$ cat config.mk
export PLATFORM = sky130hd
export DESIGN_NAME = axi4_burst_to_axi4_stream
export DESIGN_NICKNAME = d
export VERILOG_FILES = /design/src/rtl/axi4_burst_to_axi4_stream.sv
export SDC_FILE = /design/constraint.sdc
export NUM_CORES = 1
export LEC_CHECK = 0
export ABC_AREA = 1
export CORE_AREA = 2 2 161 163
export DETAILED_ROUTE_END_ITERATION = 10
export DIE_AREA = 0 0 163 165
export PLACE_DENSITY_LB_ADDON = 0.1
export SETUP_SLACK_MARGIN = 0.5
export SYNTH_ARGS = -nofsm -noshare
export SYNTH_HDL_FRONTEND = slang
export SYNTH_SLANG_ARGS = --single-unit
$ cat constraint.sdc
create_clock -name clk_i -period 3.9 [get_ports clk_i]
set_clock_uncertainty 0.1 [all_clocks]
set_input_delay 0.78 -clock clk_i [delete_from_list [all_inputs] [get_ports clk_i]]
set_output_delay 0.78 -clock clk_i [all_outputs]
set_load 0.03 [all_outputs]
$ cat src/rtl/axi4_burst_to_axi4_stream.sv
// -----------------------------------------------------------------------------
// axi4_burst_to_axi4_stream
//
// Reads a packet of pkt_size_i bytes from AXI4 memory at addr_i. The start
// address is rounded down to the bus width. The data is issued as INCR read
// bursts of up to 256 beats, with only one burst outstanding at a time. Each
// R beat goes straight onto an AXI4-Stream master with zero latency:
// tvalid follows rvalid and rready follows tready, with no buffering.
//
// Optional feature (compile-time macro): AXI4_BURST_TO_STREAM_4K_SPLIT_EN
//   When defined, bursts are also cut at 4 KB address boundaries.
//
// The AXI4 master (burst_*) and the AXI4-Stream master (pkt_*) are flattened
// into individual ports. The write channel is tied off.
// DATA_WIDTH must be at least 16 bits and ADDR_WIDTH at least 12 bits.
//
// Ports
//   clk_i, rst_i          clock; asynchronous active-high reset
//   start_i               read request, sampled only while idle
//   pkt_size_i, addr_i    packet size (bytes) and start byte address
//   busy_o                high whenever a packet is in progress
//   rd_err_o              sticky: some RRESP != OKAY in the current packet
//   burst_aw*/w*/b*       AXI4 write channels (constant)
//   burst_ar*/r*          AXI4 read channels
//   pkt_t*                AXI4-Stream output
// -----------------------------------------------------------------------------
module axi4_burst_to_axi4_stream #(
  parameter int unsigned DATA_WIDTH         = 64,
  parameter int unsigned ADDR_WIDTH         = 32,
  parameter int unsigned ID_WIDTH           = 1,
  parameter int unsigned AWUSER_WIDTH       = 1,
  parameter int unsigned WUSER_WIDTH        = 1,
  parameter int unsigned ARUSER_WIDTH       = 1,
  parameter int unsigned MAX_PKT_SIZE_B     = 2048,
  parameter int unsigned MAX_PKT_SIZE_WIDTH = $clog2(MAX_PKT_SIZE_B)
) (
  input  logic                          clk_i,
  input  logic                          rst_i,
  input  logic                          start_i,
  input  logic [MAX_PKT_SIZE_WIDTH-1:0] pkt_size_i,
  input  logic [ADDR_WIDTH-1:0]         addr_i,
  output logic                          busy_o,
  output logic                          rd_err_o,
  // AXI4 write address channel (tied off)
  output logic [ID_WIDTH-1:0]           burst_awid_o,
  output logic [ADDR_WIDTH-1:0]         burst_awaddr_o,
  output logic [7:0]                    burst_awlen_o,
  output logic [2:0]                    burst_awsize_o,
  output logic [1:0]                    burst_awburst_o,
  output logic                          burst_awlock_o,
  output logic [3:0]                    burst_awcache_o,
  output logic [2:0]                    burst_awprot_o,
  output logic [3:0]                    burst_awqos_o,
  output logic [3:0]                    burst_awregion_o,
  output logic [AWUSER_WIDTH-1:0]       burst_awuser_o,
  output logic                          burst_awvalid_o,
  input  logic                          burst_awready_i,
  // AXI4 write data channel (tied off)
  output logic [DATA_WIDTH-1:0]         burst_wdata_o,
  output logic [DATA_WIDTH/8-1:0]       burst_wstrb_o,
  output logic                          burst_wlast_o,
  output logic [WUSER_WIDTH-1:0]        burst_wuser_o,
  output logic                          burst_wvalid_o,
  input  logic                          burst_wready_i,
  // AXI4 write response channel (always accepted)
  input  logic [ID_WIDTH-1:0]           burst_bid_i,
  input  logic [1:0]                    burst_bresp_i,
  input  logic                          burst_bvalid_i,
  output logic                          burst_bready_o,
  // AXI4 read address channel
  output logic [ID_WIDTH-1:0]           burst_arid_o,
  output logic [ADDR_WIDTH-1:0]         burst_araddr_o,
  output logic [7:0]                    burst_arlen_o,
  output logic [2:0]                    burst_arsize_o,
  output logic [1:0]                    burst_arburst_o,
  output logic                          burst_arlock_o,
  output logic [3:0]                    burst_arcache_o,
  output logic [2:0]                    burst_arprot_o,
  output logic [3:0]                    burst_arqos_o,
  output logic [3:0]                    burst_arregion_o,
  output logic [ARUSER_WIDTH-1:0]       burst_aruser_o,
  output logic                          burst_arvalid_o,
  input  logic                          burst_arready_i,
  // AXI4 read data channel
  input  logic [ID_WIDTH-1:0]           burst_rid_i,
  input  logic [DATA_WIDTH-1:0]         burst_rdata_i,
  input  logic [1:0]                    burst_rresp_i,
  input  logic                          burst_rlast_i,
  input  logic                          burst_rvalid_i,
  output logic                          burst_rready_o,
  // AXI4-Stream output
  output logic [DATA_WIDTH-1:0]         pkt_tdata_o,
  output logic [DATA_WIDTH/8-1:0]       pkt_tstrb_o,
  output logic [DATA_WIDTH/8-1:0]       pkt_tkeep_o,
  output logic                          pkt_tlast_o,
  output logic                          pkt_tvalid_o,
  input  logic                          pkt_tready_i
);

  localparam int unsigned DATA_WIDTH_B = DATA_WIDTH / 8;
  localparam int unsigned OFFS_W       = $clog2(DATA_WIDTH_B);
  // Word counter must hold both the packet word count and the value 256.
  localparam int unsigned WORDS_W = (MAX_PKT_SIZE_WIDTH + 1 > 10) ? MAX_PKT_SIZE_WIDTH + 1 : 10;

  typedef enum logic [1:0] {
    IDLE_S,
    CALC_BURST_S,
    ADDR_S,
    DATA_S
  } state_t;

  state_t                  state_q;
  logic                    arvalid_q;
  logic [ADDR_WIDTH-1:0]   araddr_q;
  logic [7:0]              arlen_q;
  logic [WORDS_W-1:0]      words_left_q;
  logic [ADDR_WIDTH-1:0]   cur_addr_q;
  logic [OFFS_W-1:0]       tail_q;
  logic                    rd_err_q;

  logic                    in_data;
  logic                    last_word;
  logic                    r_hs;
  logic [WORDS_W-1:0]      words_init;
  logic [WORDS_W-1:0]      burst_words;
  logic [DATA_WIDTH_B-1:0] strb_c;

  assign in_data   = (state_q == DATA_S);
  assign last_word = (words_left_q == WORDS_W'(1));
  assign r_hs      = in_data && burst_rvalid_i && pkt_tready_i;

  assign words_init = (WORDS_W'(pkt_size_i) + WORDS_W'(DATA_WIDTH_B - 1)) >> OFFS_W;

  // Length of the next burst: words remaining, capped at 256 beats
  // (and optionally cut at the next 4 KB boundary).
  always_comb begin
    burst_words = (words_left_q > WORDS_W'(256)) ? WORDS_W'(256) : words_left_q;
`ifdef AXI4_BURST_TO_STREAM_4K_SPLIT_EN
    begin
      logic [12:0] bytes_to_4k;
      logic [12:0] words_to_4k;
      bytes_to_4k = 13'h1000 - {1'b0, cur_addr_q[11:0]};
      words_to_4k = bytes_to_4k >> OFFS_W;
      // burst_words <= 256, so comparing in 13 bits is lossless.
      if (words_to_4k < 13'(burst_words)) begin
        burst_words = WORDS_W'(words_to_4k);
      end
    end
`endif
  end

  // On the final beat of a packet with a partial tail, only the low
  // tail_q bytes are valid.
  always_comb begin
    strb_c = '1;
    if (last_word && (tail_q != '0)) begin
      for (int unsigned i = 0; i < DATA_WIDTH_B; i++) begin
        if (i >= 32'(tail_q)) begin
          strb_c[i] = 1'b0;
        end
      end
    end
  end

  always_ff @(posedge clk_i or posedge rst_i) begin
    if (rst_i) begin
      state_q      <= IDLE_S;
      arvalid_q    <= 1'b0;
      araddr_q     <= '0;
      arlen_q      <= '0;
      words_left_q <= '0;
      cur_addr_q   <= '0;
      tail_q       <= '0;
      rd_err_q     <= 1'b0;
    end else begin
      case (state_q)
        IDLE_S: begin
          if (start_i && (pkt_size_i != '0)) begin
            words_left_q <= words_init;
            cur_addr_q   <= {addr_i[ADDR_WIDTH-1:OFFS_W], {OFFS_W{1'b0}}};
            tail_q       <= pkt_size_i[OFFS_W-1:0];
            rd_err_q     <= 1'b0;
            state_q      <= CALC_BURST_S;
          end
        end
        CALC_BURST_S: begin
          arlen_q   <= 8'(burst_words - WORDS_W'(1));
          araddr_q  <= cur_addr_q;
          arvalid_q <= 1'b1;
          state_q   <= ADDR_S;
        end
        ADDR_S: begin
          if (burst_arready_i) begin
            arvalid_q <= 1'b0;
            state_q   <= DATA_S;
          end
        end
        DATA_S: begin
          if (r_hs) begin
            words_left_q <= words_left_q - WORDS_W'(1);
            cur_addr_q   <= cur_addr_q + ADDR_WIDTH'(DATA_WIDTH_B);
            if (burst_rresp_i != 2'b00) begin
              rd_err_q <= 1'b1;
            end
            // The internal word count, not rlast, decides when the packet ends.
            if (last_word) begin
              state_q <= IDLE_S;
            end else if (burst_rlast_i) begin
              state_q <= CALC_BURST_S;
            end
          end
        end
        default: state_q <= IDLE_S;
      endcase
    end
  end

  assign busy_o   = (state_q != IDLE_S);
  assign rd_err_o = rd_err_q;

  assign burst_arid_o     = '0;
  assign burst_araddr_o   = araddr_q;
  assign burst_arlen_o    = arlen_q;
  assign burst_arsize_o   = 3'(OFFS_W);
  assign burst_arburst_o  = 2'b01;
  assign burst_arlock_o   = 1'b0;
  assign burst_arcache_o  = '0;
  assign burst_arprot_o   = '0;
  assign burst_arqos_o    = '0;
  assign burst_arregion_o = '0;
  assign burst_aruser_o   = '0;
  assign burst_arvalid_o  = arvalid_q;
  assign burst_rready_o   = in_data && pkt_tready_i;

  assign burst_awid_o     = '0;
  assign burst_awaddr_o   = '0;
  assign burst_awlen_o    = '0;
  assign burst_awsize_o   = '0;
  assign burst_awburst_o  = '0;
  assign burst_awlock_o   = 1'b0;
  assign burst_awcache_o  = '0;
  assign burst_awprot_o   = '0;
  assign burst_awqos_o    = '0;
  assign burst_awregion_o = '0;
  assign burst_awuser_o   = '0;
  assign burst_awvalid_o  = 1'b0;
  assign burst_wdata_o    = '0;
  assign burst_wstrb_o    = '0;
  assign burst_wlast_o    = 1'b0;
  assign burst_wuser_o    = '0;
  assign burst_wvalid_o   = 1'b0;
  assign burst_bready_o   = 1'b1;

  assign pkt_tdata_o  = burst_rdata_i;
  assign pkt_tstrb_o  = strb_c;
  assign pkt_tkeep_o  = strb_c;
  assign pkt_tlast_o  = in_data && last_word;
  assign pkt_tvalid_o = in_data && burst_rvalid_i;

  logic unused;
  assign unused = ^{burst_awready_i, burst_wready_i, burst_bid_i, burst_bresp_i,
                    burst_bvalid_i, burst_rid_i};

endmodule
; Word level (Yosys, flattened, before mapping)
; Cells that the tools add are included.
; Widths: inputs -> output; s select.
[totals]
input_bits = 123
out_inout_bits = 289
word_cells = 74
ff_bits = 91
[classes]
n_lt_le_gt_ge = 8
n_mux = 27
add_sub_neg = 4
n_reduce_logical = 18
eq_ne = 9
[ops]
columns = cell, n
row1 = $mux 32, 2
row2 = $pmux 32 s2, 1
row3 = $add 32x4->32 const B, 1
row4 = $mux 12, 2
row5 = $pmux 12 s2, 1
row6 = $mux 8, 2
row7 = $add 11x3->12 const B, 1
row8 = $eq 12x1->1 const B, 1
row9 = $gt 12x9->1 const B, 1
row10 = $sub 12x1->12 const B, 1
row11 = $mux 1, 11
row12 = $reduce_bool 11->1, 1
row13 = $mux 2, 5
row14 = $ge 3x3->1 const A, 3
row15 = $pmux 2 s4, 1
row16 = $reduce_and 4->1, 2
row17 = $reduce_bool 2->1, 4
row18 = $sub 8x1->8 const B, 1
row19 = $ge 1x3->1 const A, 2
row20 = $ge 2x3->1 const A, 2
row21 = $logic_and 1x1->1, 6
row22 = $eq 2x2->1 const B, 2
row23 = $ne 2x1->1 const B, 2
row24 = $ne 2x2->1 const B, 2
row25 = 7 further kinds, 9

; Depth between registers and ports, before layout
; Gate-level depths: netlist (run 1).
[depth]
depth_word = 5
mapped_depth = 13
depth_no_buf = 12

; Least setup slack after synthesis (run 1)
; Ideal clock, no wire load.
[synth_timing]
path_type = register -> output
startpoint = reg words_left_q[1]
endpoint = out pkt_tstrb_o[4]
setup_slack_ns = 1.088
arrival_time_ns = 1.932
required_ns = 3.020
path_stages_with_launch = 9
path_buffers = 1
cell_sequence = dfrtp_1 -> inv_1 -> ha_1 -> nand2_1 -> nor2_1 -> nand3_1 -> inv_1 -> o21ai_0 -> buf_4
[synth_via]
elab_chain_len = 3
[synth_rtl]
columns = item, line
row1 = start: declaration, 116  ; logic [WORDS_W-1:0] words_left_q;
row2 = start signal: assignment, 179  ; words_left_q <= words_init;
row3 = start signal: assignment, 200  ; words_left_q <= words_left_q - WORDS_W'(1);
row4 = $eq 12x1->1, 129  ; assign last_word = (words_left_q == WORDS_W'(1));
row5 = $logic_and 1x1->1, 156  ; if (last_word && (tail_q != '0)) begin
row6 = $mux 8, 156
row7 = end: declaration, 93  ; output logic [DATA_WIDTH/8-1:0] pkt_tstrb_o,
; No other way between the ends.

; Worst setup path in the final report (run 1)
[layout_timing]
startpoint = reg words_left_q[4]
endpoint = out pkt_tkeep_o[2]
[layout_via]
elab_chain_len = 3
[layout_rtl]
columns = item, line
row1 = $eq 12x1->1, 129
row2 = $logic_and 1x1->1, 156
row3 = $mux 8, 156
row4 = end: declaration, 94  ; output logic [DATA_WIDTH/8-1:0] pkt_tkeep_o,
; No other way between the ends.

==> impl_results.md, run 1 <==
* Status: completed
* Initial antenna violation count at 0
* Root buf cell: clkbuf_16
* DRT iter0 DRCs at around 290
* Top-count cell post-synth: nand2_1
* GRT Residual Overflow at 0
* Setup ws final at around 0.59 ns
* Relative slew slack at roughly half
* First-pass GRT wire length at ~30000 µm
* Clock Pin Slew Worst Setup and Hold Paths at ~0.06 ns
* Critical path arrival at between 2 and 2.5 ns
* Clock Sinks at 85
* Clock Tree Buf Depth at 2
* Unrepaired setup endpoints after global routing: yes
* Die Span Y at roughly 170 µm
* Gpl congestion at roughly 0.86
* Die ar. at between 20000 and 30000 µm²
* Remaining antenna violation count at 0
* R2r startpoint: state_q[0]
* Largest net degree at the start of global routing at 49
* Placed cells at 1353
* Final min period at 3.31 ns
* Top cell type's share of synthesized area at between 30% and 40%
* Crit path cell chain: nor2_1, nand2_1, nor2_1, nand3_1, a21oi_1, nand2_1, clkdlybuf4s50_1
* Maximum VDD drop at between 0.0003 and 0.0004 V
* I/O pins at between 400 and 500
* Sw frac at between 40% and 50%
* Setup TNS at 0 ns
* CTS tree: built
* Layout cells sized above 1 at 6.06%
* CP startpoint kind: register
* Synth warnings at 0
* WP buf/inv at 1
* Area added between synthesis and finish at 8.45%
* Setup violations, final at 0
* Share of total power in combinational logic at a little over half
* Final Cycle Share at between 80% and 90%
* Crit path required time at between 3 and 4 ns
* Final nets at 1166
* Die width at between 150 and 200 µm
* Via count at around 5600
* Crit. End Element: primary output
* Core footprint at 25000 µm²
* Wirelength per Cell at approximately 14 µm
* Max incr delay on CP at approximately 0.6 ns
* Cell family with most CP delay: simple AND/OR/NAND/NOR gates
* Top post-synthesis cells by area: dfrtp_1 30%, buf_4 26%, nand2_1 17%, nor2_1 4.0%, nand3_1 3.9%
* Most common flop cell mapped by yosys: dfrtp_1
* NetSw at between 2 and 3 mW
* Antenna Cells at 0
* Num CTS Buffers at 9
* Seq cells post-synth at 85
* DR DRC count at 0
* Ys async rst share at 100%
* Vias in the first global route at about 5100
* Number of synthesized flops with an enable pin at 0
* Average vias per placed instance at around 4.1
* Util after Layout at between 30% and 40%
* Clock Power Share at 16.9%
* Final Max Slew Viols at 0
* Cell accounting for the most synthesized area: dfrtp_1
* Gr usage total at roughly 14%
* Slowest CP cell: clkdlybuf4s50_1
* Crit path from: words_left_q[4]
* Worst-path fanout max at 6
* Reg power frac at between 20% and 30%
* Final cell count without fillers at roughly 1400
* CP Class: register to primary output
* Row count at 58
* First drt pass iteration count at 5
* Clk Latency, worst-skew pair at approximately 0.36 ns
* Starting density of the core at 27.9%
* Post-Route WL at between 15000 and 20000 µm
* Hpwl dp at 14600 µm
* Avg Cell Area, Syn at between 6 and 7 µm²
* Mapped cell area at around 7000 µm²
* Hold Path Origin: burst_araddr_o[15]
* Maxcap violations at 0
* Class of the worst hold path: register to register
* P_int at about 2.9 mW
* Worst-Margin Slew at 0.740 ns
* Cell Pwr Density at 773 nW/µm²
* Max Freq at slightly above 0.3 GHz
* Synth Instances at 1008
* Setup WS pre-CTS at between 0.8 and 0.9 ns
* Post-synth top cells: 322 x nand2_1, 239 x buf_4, 85 x dfrtp_1
* Cell variety after synth at 36
* Setup bufs post-CTS at 0
* H-tree depth at 3
* Hold Vio Cnt, Final at 0
* Leak at around 3.7 nW
* Seq/Total Area, Yosys at between 30% and 40%
* Count of input and output buffers at around 110
-- layer usage --
metal / global-route usage, % / wire length, µm
met5: 0 / 0
met4: 5.71 / 468
met3: 2.64 / 1100
met2: 21.4 / 8310
met1: 20.1 / 9210
-- worst reg2reg max path, stage by stage (launching register included) --
cell and delay, ns:
dfrtp_1 0.44, ha_2 0.47, buf_4 0.46, nor2_1 0.17
nor2_4 0.37, buf_4 0.36, nand2_1 0.10, o21ai_1 0.08
-- registers in the layout, indices dropped and copies added (netlist names) --
register / count
burst_araddr_o: 29
cur_addr_q: 29
burst_arvalid_o: 1
state_q: 2
tail_q: 3
rd_err_o: 1
words_left_q: 12
burst_arlen_o: 8
-- per-stage QoR --
stage                     hold WS (ns)  power (mW)  instance area (µm²)
after floorplan                  0.371        4.16                 7610
after global placement           0.355        4.93                 7220
after detailed placement         0.361        4.94                 7220
after CTS                        0.378        5.97                 7550
after global routing             0.404        6.41                 7580
final                            0.372        5.86                 7580
-- layout make-up --
cell class	instances	area, µm²
Inverter	65	245
Multi-Input combinational cell	761	3320
Clock buffer	10	239
Tap cell	330	413
Sequential cell	85	2130
Timing Repair Buffer	112	1140
Clock inverter	6	93.8
Fill cell	2789	17500
-- kinds of logic (layout without fill, tap and decap cells) --
logic type | after synthesis | after routing | share of synthesized area [%]
XOR/XNOR | 8 | 8 | 1.00
flip-flops | 85 | 85 | 30.4
buffers and inverters | 328 | 193 | 31.0
AND/OR/NAND/NOR | 503 | 503 | 30.3
other | 2 | 168 | 0.107
AO/OA/AOI/OAI | 73 | 73 | 5.57
adder cells (fa/ha/maj) | 9 | 9 | 1.61
-- cell usage in the layout, fill, tap and decap left out, types with 2 or more instances in the layout --
| cell | synthesis | routed |
|---|---|---|
| clkbuf_16 | 0 | 9 |
| or2_2 | 11 | 11 |
| nand3_1 | 54 | 54 |
| xor2_1 | 7 | 7 |
| dfrtp_1 | 85 | 85 |
| nor3_1 | 3 | 3 |
| nand3b_1 | 10 | 10 |
| o21ai_0 | 31 | 31 |
| nand2_1 | 322 | 322 |
| dlymetal6s2s_1 | 0 | 10 |
| buf_4 | 239 | 7 |
| nand2_2 | 13 | 13 |
| inv_1 | 59 | 58 |
| bufinv_16 | 0 | 2 |
| conb_1 | 2 | 168 |
| nor2_4 | 2 | 2 |
| inv_6 | 0 | 2 |
| nor2_1 | 75 | 75 |
| o21ai_1 | 24 | 24 |
| o31ai_1 | 2 | 2 |
| nand2_4 | 2 | 2 |
| clkdlybuf4s50_1 | 0 | 94 |
| nor2_2 | 3 | 3 |
| nand4_1 | 7 | 7 |
| ha_1 | 9 | 8 |
| inv_2 | 5 | 5 |
| a21oi_1 | 9 | 9 |
-- power groups by stage --
stage	Clock [mW]	Combinational, mW	Sequential (mW)
final	0.991	3.16	1.71
after CTS	1.02	3.23	1.71
after detailed placement	0	3.22	1.73
after global placement	0	3.21	1.73
after floorplan	0	2.20	1.96
after global routing	1.06	3.57	1.78
-- path summary, 6_finish.rpt --
path	to	slack [ns]	depth (start not counted)
worst max-delay path	pkt_tkeep_o[2]	0.59	7
worst min-delay path	burst_araddr_o[15]	0.37	2
worst max register to register	cur_addr_q[3]	1.28	7
worst min register to register	burst_araddr_o[15]	0.37	2
max in group asynchronous	rd_err_o	2.24	3
min in group asynchronous	burst_arlen_o[4]	0.75	2
-- what timing repair did --
item | 4_1_cts | 5_1_grt
hold buffers | 0 | 0
resized for setup | 0 | 10
endpoints found under the setup margin | 0 | 12
Note: power is estimated with default switching activity, not from simulation.
==> run 2: changes to the inputs <==
==> constraint.sdc (replaced) <==
create_clock -name clk_i -period 3.1 [get_ports clk_i]
set_clock_uncertainty 0.1 [all_clocks]
set_input_delay 0.62 -clock clk_i [delete_from_list [all_inputs] [get_ports clk_i]]
set_output_delay 0.62 -clock clk_i [all_outputs]
set_load 0.03 [all_outputs]
==> impl_results.md, run 2 (same netlist as run 1, synthesis figures left out) <==
* Setup violations, final at 0 (unchanged)
* Slowest CP cell: dfrtp_1
* Root buf cell: clkbuf_16
* Core footprint at 25000 µm² (unchanged)
* Cts hold-fix bufs at 0 (unchanged)
* Cell Pwr Density at 979 nW/µm² (+27%)
* Average vias per placed instance at 4.04 (-0.92%)
* Gpl congestion at 0.831 (-3.4%)
* Status: completed
* CTS tree: built
* Hold Vio Cnt, Final at 0 (unchanged)
* Crit path cell chain: inv_2, ha_1, nand2_1, nor2_4, nand3_4, a21oi_4, nand2_1, buf_2
* Met2 usage at 21.9% (+0.46 points)
* First-pass GRT wire length at 29400 µm (+0.54%)
* DRT iter0 DRCs at 301 (+4.2%)
* Remaining antenna violation count at 0 (unchanged)
* Max incr delay on CP at 0.40 ns (-0.21 ns)
* Max Freq at 0.403 GHz
* Cell family with most CP delay: simple AND/OR/NAND/NOR gates
* Routing usage on met3 at 2.26% (-0.38 points)
* Crit path required time at 2.38 ns (-0.64 ns)
* H-tree depth at 3 (unchanged)
* Clock Pin Slew Worst Setup and Hold Paths at 0.07 ns (about the same)
* Clk Latency, worst-skew pair at 0.35 ns (about the same)
* Most common cell after layout, fill and taps aside: nand2_1
* Cell Area, Placed at 7270 µm² (+0.66%)
* CP startpoint kind: register
* Top Usage Layer GRT: met2
* Via count at 5537 (-0.77%)
* GRT Residual Overflow at 0 (unchanged)
* WP buf/inv at 2 (+1)
* Leak at 3.72 nW (-0.19%)
* Util after Layout at 30.3% (about the same)
* Critical path arrival at 1.76 ns (-0.67 ns)
* CP Class: register to primary output
* I/O pins at 412 (unchanged)
* Finished layout cell area at 7580 µm² (about the same)
* Setup TNS at 0 ns (unchanged)
* GR Util met1 at 19.9% (-0.12 points)
* Maxcap violations at 0 (unchanged)
* Die width at 163 µm (unchanged)
* Wirelength per Cell at 14.0 µm (+0.78%)
* WHS at 0.375 ns (+0.00315 ns)
* Final cell count without fillers at 1371 (+0.15%)
* Final nets at 1168 (+0.17%)
* Hpwl dp at 14500 µm (-0.88%)
* R2R depth at 11 (+4)
* Overall Power at 7.42 mW (+27%)
* First drt pass iteration count at 4 (-1)
* Post-Route WL at 19300 µm (+0.93%)
* Filler cells at 2791 (+0.072%)
* Placed cells at 1354 (+0.074%)
* Setup ws final at 0.622 ns (+0.0286 ns)
* Unrepaired setup endpoints after global routing: no
* FF-to-FF setup slack at 0.74 ns (-0.54 ns)
* Relative slew slack at 65.1% (+14 points)
* Count of input and output buffers at 105 (unchanged)
* Class of the worst hold path: register to register
* Die ar. at 26900 µm² (unchanged)
* Maximum VDD drop at 0.000640 V (+97%)
* Antenna Cells at 0 (unchanged)
* Clock Sinks at 85 (unchanged)
* Worst-path fanout max at 5 (-1)
* Crit. End Element: primary output
* Initial antenna violation count at 0 (unchanged)
* Layout cells sized above 1 at 8.17% (+2.1 points)
* Setup WS pre-CTS at 0.271 ns (-0.625 ns)
* Worst-Margin Slew at 0.524 ns (-0.217 ns)
* Top cell by count, worst path: nand2_1
* Commonest non-fill, non-tap cells in the layout: 321 x nand2_1, 168 x conb_1, 87 x clkdlybuf4s50_1
* Hold Crit Depth at 2 (unchanged)
* Vias in the first global route at 5051 (-1.1%)
* Starting density of the core at 27.9% (unchanged)
* Row count at 58 (unchanged)
* Final Cycle Share at 79.9%
* Final Max Slew Viols at 0 (unchanged)
* Num CTS Buffers at 9 (unchanged)
* Critical path depth at 8 (+1)
* Clock Tree Buf Depth at 2 (unchanged)
* Largest net degree at the start of global routing at 54 (+10%)
* DR DRC count at 0 (unchanged)
* Final min period at approximately 2.5 ns
* Gr usage total at 14.3% (+0.10 points)
* Die Span Y at 165 µm (unchanged)
* Area added between synthesis and finish at 8.41% (about the same)
run 2: cell types whose count changed in the layout (fill, tap and decap cells not counted), moves of 5 or more:
cell,before,now
dlygate4sd2_1,0,5
dlymetal6s2s_1,10,0
buf_2,0,11
clkdlybuf4s50_1,94,87
run 2: path summary, 6_finish.rpt:
| path | endpoint | start |
|---|---|---|
| worst min-delay path | burst_araddr_o[23] | burst_araddr_o[23] |
| worst max-delay path | pkt_tkeep_o[2] | words_left_q[1] |
| worst min register to register | burst_araddr_o[23] | burst_araddr_o[23] |
| max in group asynchronous | rd_err_o | rst_i |
| min in group asynchronous | burst_arlen_o[7] | rst_i |
| worst max register to register | burst_arlen_o[6] | words_left_q[0] |
run 2: area by class of cell:
| cell class | count | area (µm²) | share of cell area (%) |
|---|---|---|---|
| multi-input cells | 761 | 3370 | 44.5 |
| flip-flops and latches | 85 | 2130 | 28.1 |
| repair buffers | 114 | 1100 | 14.5 |
| well taps | 330 | 413 | 5.45 |
| inverters | 65 | 248 | 3.27 |
| clock buffers | 11 | 233 | 3.07 |
| clock inverters | 5 | 83.8 | 1.11 |
run 2: metal layers:
layer,part of all wire (%),vias up
met3,5.9,44
met2,44,198
met5,0,-
met1,47,2514
li1,-,2781
met4,2.9,0
run 2: power breakdown:
| group | internal [mW] | switching, mW |
|---|---|---|
| Combinational | 1.36 | 2.67 |
| Clock | 0.711 | 0.508 |
| Sequential | 1.64 | 0.532 |
| Total | 3.71 | 3.71 |
run 2: worst register-to-register path: cells and delay by family, from the launching register on:
family	cells	cell delay, ns
compound gates	3	0.59
flops	1	0.40
fa+ha+maj	2	0.49
buf+inv	3	0.33
simple gates	3	0.37
run 2: timing repair:
action / in CTS / in global routing
resized for setup: 59 / 23
pin swaps: 1 / 0
cloned: 0 / 0
buffers inserted: 1 / 0
endpoints found under the setup margin: 17 / 11
